[src/rtl/seq_mult_ctrl_if.sv]
`default_nettype none
// +-----------------------------------------------------------------+
// | Module   : seq_mult_ctrl_if                                     |
// | Purpose  : operand/result handshake bundle for seq_mult_ctrl    |
// | Revision : 1.0                                                  |
// +-----------------------------------------------------------------+
interface seq_mult_ctrl_if #(
  parameter int WIDTH = 8
);
  logic                 start_valid;
  logic                 start_ready;
  logic [WIDTH-1:0]     a;
  logic [WIDTH-1:0]     b;
  logic                 result_valid;
  logic                 result_ready;
  logic [2*WIDTH-1:0]   product;
  logic                 busy;

  modport master (
    output start_valid, a, b, result_ready,
    input  start_ready, result_valid, product, busy
  );

  modport slave (
    input  start_valid, a, b, result_ready,
    output start_ready, result_valid, product, busy
  );
endinterface
`default_nettype wire

[src/rtl/seq_mult_ctrl.sv]
`default_nettype none
// +-----------------------------------------------------------------+
// | Module   : seq_mult_ctrl                                        |
// | Purpose  : shift-add unsigned multiplier, one adder, WIDTH cycles|
// | Revision : 1.0                                                  |
// +-----------------------------------------------------------------+
module seq_mult_ctrl #(
  parameter int WIDTH = 8
) (
  input  wire logic          clk,
  input  wire logic          rst_n,
  seq_mult_ctrl_if.slave     bus
);
  localparam int CW = (WIDTH > 1) ? $clog2(WIDTH) : 1;
  localparam logic [CW-1:0] LAST = CW'(WIDTH - 1);

  typedef enum logic [1:0] {
    IDLE = 2'd0,
    RUN  = 2'd1,
    DONE = 2'd2
  } state_t;

  state_t               state;
  logic [WIDTH-1:0]     mcand;
  logic [WIDTH-1:0]     acc_hi;
  logic [WIDTH-1:0]     acc_lo;
  logic [CW-1:0]        cnt;
  logic [2*WIDTH-1:0]   prod_reg;
  logic                 valid_reg;
  logic                 busy_reg;

  logic [WIDTH-1:0]     addend;
  logic [WIDTH-1:0]     sum;
  logic                 cout;
  logic [2*WIDTH-1:0]   shifted;

  assign addend  = acc_lo[0] ? mcand : '0;
  // Carry-out becomes the new MSB as the WIDTH+1-bit sum shifts right.
  assign shifted = {cout, sum, acc_lo[WIDTH-1:1]};

  RippleCarryAdder #(.WIDTH(WIDTH)) u_adder (
    .x    (acc_hi),
    .y    (addend),
    .cin  (1'b0),
    .sum  (sum),
    .cout (cout)
  );

  always_ff @(posedge clk or negedge rst_n) begin
    if (!rst_n) begin
      state     <= IDLE;
      mcand     <= '0;
      acc_hi    <= '0;
      acc_lo    <= '0;
      cnt       <= '0;
      prod_reg  <= '0;
      valid_reg <= 1'b0;
      busy_reg  <= 1'b0;
    end else begin
      case (state)
        IDLE: begin
          if (bus.start_valid) begin
            mcand    <= bus.a;
            acc_hi   <= '0;
            acc_lo   <= bus.b;
            cnt      <= '0;
            busy_reg <= 1'b1;
            state    <= RUN;
          end
        end
        RUN: begin
          {acc_hi, acc_lo} <= shifted;
          cnt              <= cnt + 1'b1;
          if (cnt == LAST) begin
            prod_reg  <= shifted;
            valid_reg <= 1'b1;
            state     <= DONE;
          end
        end
        DONE: begin
          // A start request seen here waits for IDLE on the next edge.
          if (bus.result_ready) begin
            valid_reg <= 1'b0;
            busy_reg  <= 1'b0;
            state     <= IDLE;
          end
        end
        default: begin
          valid_reg <= 1'b0;
          busy_reg  <= 1'b0;
          state     <= IDLE;
        end
      endcase
    end
  end

  assign bus.start_ready  = (state == IDLE);
  assign bus.result_valid = valid_reg;
  assign bus.product      = prod_reg;
  assign bus.busy         = busy_reg;
endmodule

// +-----------------------------------------------------------------+
// | Module   : RippleCarryAdder                                     |
// | Purpose  : WIDTH-bit combinational ripple-carry adder           |
// | Revision : 1.0                                                  |
// +-----------------------------------------------------------------+
module RippleCarryAdder #(
  parameter int WIDTH = 8
) (
  input  wire logic [WIDTH-1:0] x,
  input  wire logic [WIDTH-1:0] y,
  input  wire logic             cin,
  output logic [WIDTH-1:0]      sum,
  output logic                  cout
);
  logic [WIDTH:0] c;

  assign c[0] = cin;

  for (genvar i = 0; i < WIDTH; i++) begin : g_bit
    assign sum[i]   = x[i] ^ y[i] ^ c[i];
    assign c[i+1]   = (x[i] & y[i]) | (c[i] & (x[i] ^ y[i]));
  end

  assign cout = c[WIDTH];
endmodule
`default_nettype wire
[src/flat_wrapper.sv]
// flat-port wrapper written by rule: the top's interface ports become plain ports
module seq_mult_ctrl_flat 
#(
  parameter int WIDTH = 8
)
  (clk, rst_n, bus_start_valid, bus_a, bus_b, bus_result_ready, bus_start_ready, bus_result_valid, bus_product, bus_busy);
  seq_mult_ctrl_if #(.WIDTH(WIDTH)) bus_i ();
  input  wire logic clk;
  input  wire logic rst_n;
  input wire logic [$bits(bus_i.start_valid)-1:0] bus_start_valid;
  input wire logic [$bits(bus_i.a)-1:0] bus_a;
  input wire logic [$bits(bus_i.b)-1:0] bus_b;
  input wire logic [$bits(bus_i.result_ready)-1:0] bus_result_ready;
  output wire logic [$bits(bus_i.start_ready)-1:0] bus_start_ready;
  output wire logic [$bits(bus_i.result_valid)-1:0] bus_result_valid;
  output wire logic [$bits(bus_i.product)-1:0] bus_product;
  output wire logic [$bits(bus_i.busy)-1:0] bus_busy;
  assign bus_i.start_valid = bus_start_valid;
  assign bus_i.a = bus_a;
  assign bus_i.b = bus_b;
  assign bus_i.result_ready = bus_result_ready;
  assign bus_start_ready = bus_i.start_ready;
  assign bus_result_valid = bus_i.result_valid;
  assign bus_product = bus_i.product;
  assign bus_busy = bus_i.busy;
  seq_mult_ctrl #(.WIDTH(WIDTH)) u_core (.clk(clk), .rst_n(rst_n), .bus(bus_i));
endmodule
[config.mk]
export PLATFORM = sky130hd
export DESIGN_NAME = seq_mult_ctrl_flat
export DESIGN_NICKNAME = d
export VERILOG_FILES = /design/src/rtl/seq_mult_ctrl_if.sv /design/src/rtl/seq_mult_ctrl.sv /design/src/flat_wrapper.sv
export SDC_FILE = /design/constraint.sdc
export NUM_CORES = 1
export LEC_CHECK = 0
export BUFFER_PORTS_ARGS = -buffer_cell sky130_fd_sc_hd__clkbuf_2
export CAP_MARGIN = 20
export CORE_MARGIN = 8
export CORE_UTILIZATION = 49
export DETAILED_ROUTE_END_ITERATION = 16
export PLACE_DENSITY = 0.77
export SETUP_SLACK_MARGIN = 0.1
export SYNTH_ARGS = -nofsm -noshare
export SYNTH_HDL_FRONTEND = slang
export SYNTH_SLANG_ARGS = --single-unit
[constraint.sdc]
create_clock -name clk -period 4.2 [get_ports clk]
set_clock_uncertainty 0.05 [all_clocks]
set_input_delay 0.42 -clock clk [delete_from_list [all_inputs] [get_ports clk]]
set_output_delay 0.42 -clock clk [all_outputs]
set_load 0.05 [all_outputs]
**Word level (Yosys, flattened, before mapping)**

Cells that the tools add are included.

- Register bits: 47
- Bits of input ports: 20
- Output and inout port bits: 19
- Logic and storage cells: 78

- Add/subtract/negate cells: 1
- Eq/ne operators: 6
- Mux-type cells: 16
- Bitwise gates (word level): 39
- Reductions and logical operators: 8

Operators with widths:

| kind | number |
|---|---|
| 8-bit case mux with 2 select lines | 2 |
| 8-bit two-way mux | 3 |
| 1-bit bitwise AND | 15 |
| 1-bit bitwise XOR | 15 |
| 3-bit AND reduction | 3 |
| 1-bit bitwise OR | 7 |
| 2-bit two-way mux | 3 |
| 1-bit case mux with 3 select lines | 2 |
| 2-bit case mux with 3 select lines | 1 |
| 3-bit case mux with 2 select lines | 1 |
| 2-bit AND reduction | 3 |
| 2-bit != test (second input constant) | 2 |
| 3-bit by 1-bit adder with 3-bit output (second input constant) | 1 |
| 3-bit equality test (second input constant) | 1 |
| 1-bit two-way mux | 3 |
| 3-bit two-way mux | 1 |
| 2-bit by 1-bit equality test with 1-bit output (second input constant) | 1 |
| 2-bit equality test (second input constant) | 1 |
| 2-bit zero test | 1 |
| 2-bit by 1-bit != test with 1-bit output (second input constant) | 1 |
| 1-bit NOT | 2 |
| 2-bit nonzero test | 1 |

**Logic depth before layout (Yosys ltp)**

- Depth after elaboration: 17
- Depth in mapped cells: 12

**Cells and area by module**

From an unflattened synthesis, not the netlist that was laid out.

- Cell total of the unflattened synthesis: 161
- Area total of the unflattened synthesis: 2198.4 sq um

Modules (own cells, without submodules):

| module | times used | cells each | area each (sq um) | sequential area each (sq um) |
|---|---|---|---|---|
| seq_mult_ctrl | 1 | 143 | 2000.7 | 1176.1 |
| RippleCarryAdder | 1 | 18 | 197.7 | 0.0 |

**Worst setup path after synthesis**

No wires, ideal clock.

- Path type: reg2reg
- From: register u_core.acc_lo[0]
- To: register u_core.prod_reg[14], in the netlist u_core.bus.product[14]
- Library setup time: 0.131 ns
- Data arrival time: 3.682 ns
- Path slack: 0.337 ns
- Cell stages (with the launch flop): 13
- Buffers on the path: 1
- Period minus slack after synthesis: 3.863 ns
- Path through: dfrtp_1 -> clkbuf_1 -> and2_1 -> ha_1 -> inv_1 -> fa_1 -> fa_1 -> fa_1 -> fa_1 -> fa_1 -> fa_1 -> fa_1 -> o21ai_0

- Word-level cells in the longest chain between the ends: 15
- Elaborated cells between the ends (all ways): 28

Ends and longest elaborated chain:

| item | RTL line | text |
|---|---|---|
| from (decl) | seq_mult_ctrl.sv:26 | `logic [WIDTH-1:0] acc_lo;` |
| from (signal assigned) | seq_mult_ctrl.sv:65 | `acc_lo <= bus.b;` |
| from (signal assigned) | seq_mult_ctrl.sv:72 | `{acc_hi, acc_lo} <= shifted;` |
| 8-bit two-way mux (*) | seq_mult_ctrl.sv:37 | `assign addend = acc_lo[0] ? mcand : '0;` |
| 1-bit bitwise AND / 1-bit bitwise XOR (equally long branches) | seq_mult_ctrl.sv:123 | `assign c[i+1] = (x[i] & y[i]) \| (c[i] & (x[i] ^ y[i]));` |
| 1-bit bitwise AND | seq_mult_ctrl.sv:123 |  |
| 1-bit bitwise OR | seq_mult_ctrl.sv:123 |  |
| 1-bit bitwise AND | seq_mult_ctrl.sv:123 |  |
| 1-bit bitwise OR | seq_mult_ctrl.sv:123 |  |
| 1-bit bitwise AND | seq_mult_ctrl.sv:123 |  |
| 1-bit bitwise OR | seq_mult_ctrl.sv:123 |  |
| 1-bit bitwise AND | seq_mult_ctrl.sv:123 |  |
| 1-bit bitwise OR | seq_mult_ctrl.sv:123 |  |
| 1-bit bitwise AND | seq_mult_ctrl.sv:123 |  |
| 1-bit bitwise OR | seq_mult_ctrl.sv:123 |  |
| 1-bit bitwise AND | seq_mult_ctrl.sv:123 |  |
| 1-bit bitwise OR | seq_mult_ctrl.sv:123 |  |
| 1-bit bitwise XOR (*) | seq_mult_ctrl.sv:122 | `assign sum[i] = x[i] ^ y[i] ^ c[i];` |
| to (signal assigned) | seq_mult_ctrl.sv:75 | `prod_reg <= shifted;` |
| to (decl) | seq_mult_ctrl.sv:28 | `logic [2*WIDTH-1:0] prod_reg;` |

Mark *: on every way between the ends. The rest lies on a longest branch, timed or not.
A chain may end at the register's enable or synchronous reset.

**Final worst setup path**

- From: register u_core.acc_lo[0]
- To: register u_core.acc_hi[6]

- Word-level cells in the longest chain between the ends: 16
- Elaborated cells between the ends (all ways): 29

Ends and longest elaborated chain:

| item | RTL line | text |
|---|---|---|
| 8-bit two-way mux (*) | seq_mult_ctrl.sv:37 |  |
| 1-bit bitwise AND / 1-bit bitwise XOR (equally long branches) | seq_mult_ctrl.sv:123 |  |
| 1-bit bitwise AND | seq_mult_ctrl.sv:123 |  |
| 1-bit bitwise OR | seq_mult_ctrl.sv:123 |  |
| 1-bit bitwise AND | seq_mult_ctrl.sv:123 |  |
| 1-bit bitwise OR | seq_mult_ctrl.sv:123 |  |
| 1-bit bitwise AND | seq_mult_ctrl.sv:123 |  |
| 1-bit bitwise OR | seq_mult_ctrl.sv:123 |  |
| 1-bit bitwise AND | seq_mult_ctrl.sv:123 |  |
| 1-bit bitwise OR | seq_mult_ctrl.sv:123 |  |
| 1-bit bitwise AND | seq_mult_ctrl.sv:123 |  |
| 1-bit bitwise OR | seq_mult_ctrl.sv:123 |  |
| 1-bit bitwise AND | seq_mult_ctrl.sv:123 |  |
| 1-bit bitwise OR | seq_mult_ctrl.sv:123 |  |
| 1-bit bitwise XOR (*) | seq_mult_ctrl.sv:122 |  |
| 8-bit case mux with 2 select lines (*) | seq_mult_ctrl.sv:60 | `case (state)` |
| to (signal assigned) | seq_mult_ctrl.sv:72 |  |
| to (decl) | seq_mult_ctrl.sv:25 | `logic [WIDTH-1:0] acc_hi;` |

Marked as above.

==> impl_results.md <==
* CP required at 4.31 ns
* # hold bufs at CTS at 0
* Final min period at roughly 3.7 ns
* CORE AREA at 4290 sq um
* Detail Placement HPWL at approximately 3000 um
* Antenna-violating nets left at 0
* Yosys reg bits at 47
* Sink Count at 47
* Chip width at 82.1 um
* Antenna Cells at 0
* I/O Buffers at 38
* Post-Syn Area at 2140 sq um
* Setup Viol. Count Final at 0
* Worst-skew pair later-pin latency at 0.29 ns
* Worst VDD drop at 336 uV
* Vias in the first global route at ~1,400
* Global route overflow at 0
* Clock power share at 0.116
* CTS Buf Count at 5
* Status: finished clean
* Post-synth net total at 208
* Number of max-cap violations at 0
* Fmax at 267 MHz
* Vias/cell at ~5.2
* First-pass GRT wire length at approximately 6700 um
* PwrDens at 893 nW/um^2
* Internal power at 1.20 mW
* Max FFs per register at 16
* Worst Tran Pin Value at 0.829 ns
* Routed len/inst at around 15 um
* P&R area growth vs syn at 12.5%
* Commonest non-fill, non-tap cell in the layout: dfrtp_1
* RD Place Congestion at 0.755
* Clk pin slew, worst setup/hold paths at 0.08 ns
* Gates resized, CTS repair at 0
* Setup CP Type: flop to flop
* Detailed Route Iter0 Violations at 92
* Die height at 82.1 um
* YS warnings at 0
* Synth cell types at 27
* R2r setup slk at 0.46 ns
* Worst Setup End Kind: flop
* Slew HR at 0.447
* Starting density of the core at 0.498
* FP Rows at 24
* Routed wire length at 3930 um
* Setup TNS at 0 ns
* Reg power frac at 0.382
* Post-synthesis sequential area ratio at 0.550
* Hold Crit Class: primary input to asynchronous set/reset pin
* Drt first pass iters at 4
* Switching share of power at 0.442
* Layout cells sized above 1 at 0.307
* Fin. Hold Viols at 0
* Bufs on Longest Clock Path at 2
* R2r worst-path depth at 11
* Root Buffer: clkbuf_8
* Die area at slightly below 7000 sq um
* Postcts setup bufs at 0
* CP Data Arrival Time at 3.85 ns
* Mapped Cells at 178
* Leakage at approximately 1.1 nW
* Gr usage total at 0.129
* H-tree lvl count at 2
* Final worst-path cycle share at 0.891
* Number of I/O pins at 39
* CTS tree: yes
* Syn_area_per_cell at between 10 and 15 sq um
* Reg-to-reg critical path endpoint: u_core.acc_hi[6]
* P_sw at ~0.95 mW
* Pin count of the biggest net entering global routing at 48
* Residual DRC at 0
* Pwr Total at around 2.1 mW
* Slew Viols, Final at 0
* Unrepaired setup endpoints after global routing: false
* Crit start category: flop
* Filler Cell Count at approximately 370
* Critical R2R Launch: u_core.acc_lo[0]
* Initial antenna violation count at 0
* Via Count at 1,389
* CP Max Fanout at 2
* Layout Nets at 244
* Combinational share of power at 0.502
* Most frequent cells in the layout: dfrtp_1, clkbuf_2, nand2_1
## cell usage after synthesis
master	n	area, sq um
nor2b_1	2	12.5
buf_6	5	56.3
inv_1	8	30.0
nor3_1	7	35.0
o21ba_4	1	16.3
o21ai_0	12	60.1
dfrtp_1	47	1180
a21oi_1	2	10.0
o21bai_1	1	7.51
nand3b_4	1	20.0
and2_1	1	6.26
fa_1	7	140
ha_1	3	37.5
clkbuf_1	2	7.51
o32ai_1	1	8.76
o22ai_1	7	43.8
nand2_1	21	78.8
nor2_1	18	67.6
mux2_4	4	60.1
nor2_8	1	20.0
mux2_2	12	135
a22o_1	2	17.5
buf_2	3	15.0
nand2b_1	1	6.26
a211oi_1	7	52.6
nand2b_4	1	13.8
clkbuf_2	1	5.00
## critical path: stages, from the launching register on
cell,delay [ns]
dfrtp_1,0.35
and2_1,0.12
ha_1,0.14
inv_1,0.05
fa_1,0.37
fa_1,0.38
fa_1,0.39
fa_1,0.39
fa_1,0.39
fa_1,0.39
fa_1,0.51
o22ai_1,0.09
## how the worst max path moves through the flow
stage                                         to             start  slack [ns]
after floorplan           u_core.bus.product[14]  u_core.acc_lo[0]        0.34
after global placement          u_core.acc_hi[6]   u_core.mcand[0]        0.54
after detailed placement  u_core.bus.product[14]   u_core.mcand[0]        0.48
after CTS                 u_core.bus.product[14]  u_core.acc_lo[0]        0.46
after global routing            u_core.acc_hi[6]  u_core.acc_lo[0]        0.35
final                           u_core.acc_hi[6]  u_core.acc_lo[0]        0.46
## layer usage
metal | vias up | GRT usage | wire (um)
li1 | 681 | - | -
met1 | 680 | 0.169 | 1710
met2 | 23 | 0.198 | 1970
met3 | 5 | 0.0317 | 186
met4 | 0 | 0.0596 | 65
met5 | - | 0 | 0
## power by group through the flow
stage | combinational [mW] | sequential (mW) | clock, mW
4_1_cts | 1.09 | 0.822 | 0.261
5_1_grt | 1.19 | 0.853 | 0.278
3_5_place_dp | 1.09 | 0.832 | 0
6_report | 1.08 | 0.821 | 0.250
2_1_floorplan | 0.633 | 1.05 | 0
3_3_place_gp | 1.06 | 0.821 | 0
## logic make-up after synthesis
family	after synthesis	synth area share
buf+inv	19	0.0532
compound gates	33	0.101
fa+ha+maj	10	0.0830
flops	47	0.550
mux	16	0.0912
simple gates	53	0.122
## per-stage QoR
stage	setup WS, ns	hold WS, ns	instance area [sq um]	std cells	util
3_3_place_gp	0.537	0.412	2330	259	0.542
5_1_grt	0.347	0.221	2410	267	0.561
3_5_place_dp	0.476	0.420	2330	259	0.542
6_report	0.457	0.163	2410	267	0.561
2_1_floorplan	0.337	0.0744	2140	178	-
4_1_cts	0.460	0.172	2410	267	0.561
## area by class of cell
type / count / area (sq um) / share of cell area
sequential: 47 / 1180 / 0.489
multi-input combinational: 112 / 850 / 0.353
timing repair buffer: 40 / 205 / 0.0852
clock buffer: 7 / 76.3 / 0.0317
tap: 52 / 65.1 / 0.0270
inverter: 8 / 30.0 / 0.0125
clock inverter: 1 / 5.00 / 0.00208
No activity file was read; power rests on OpenSTA's default activity.
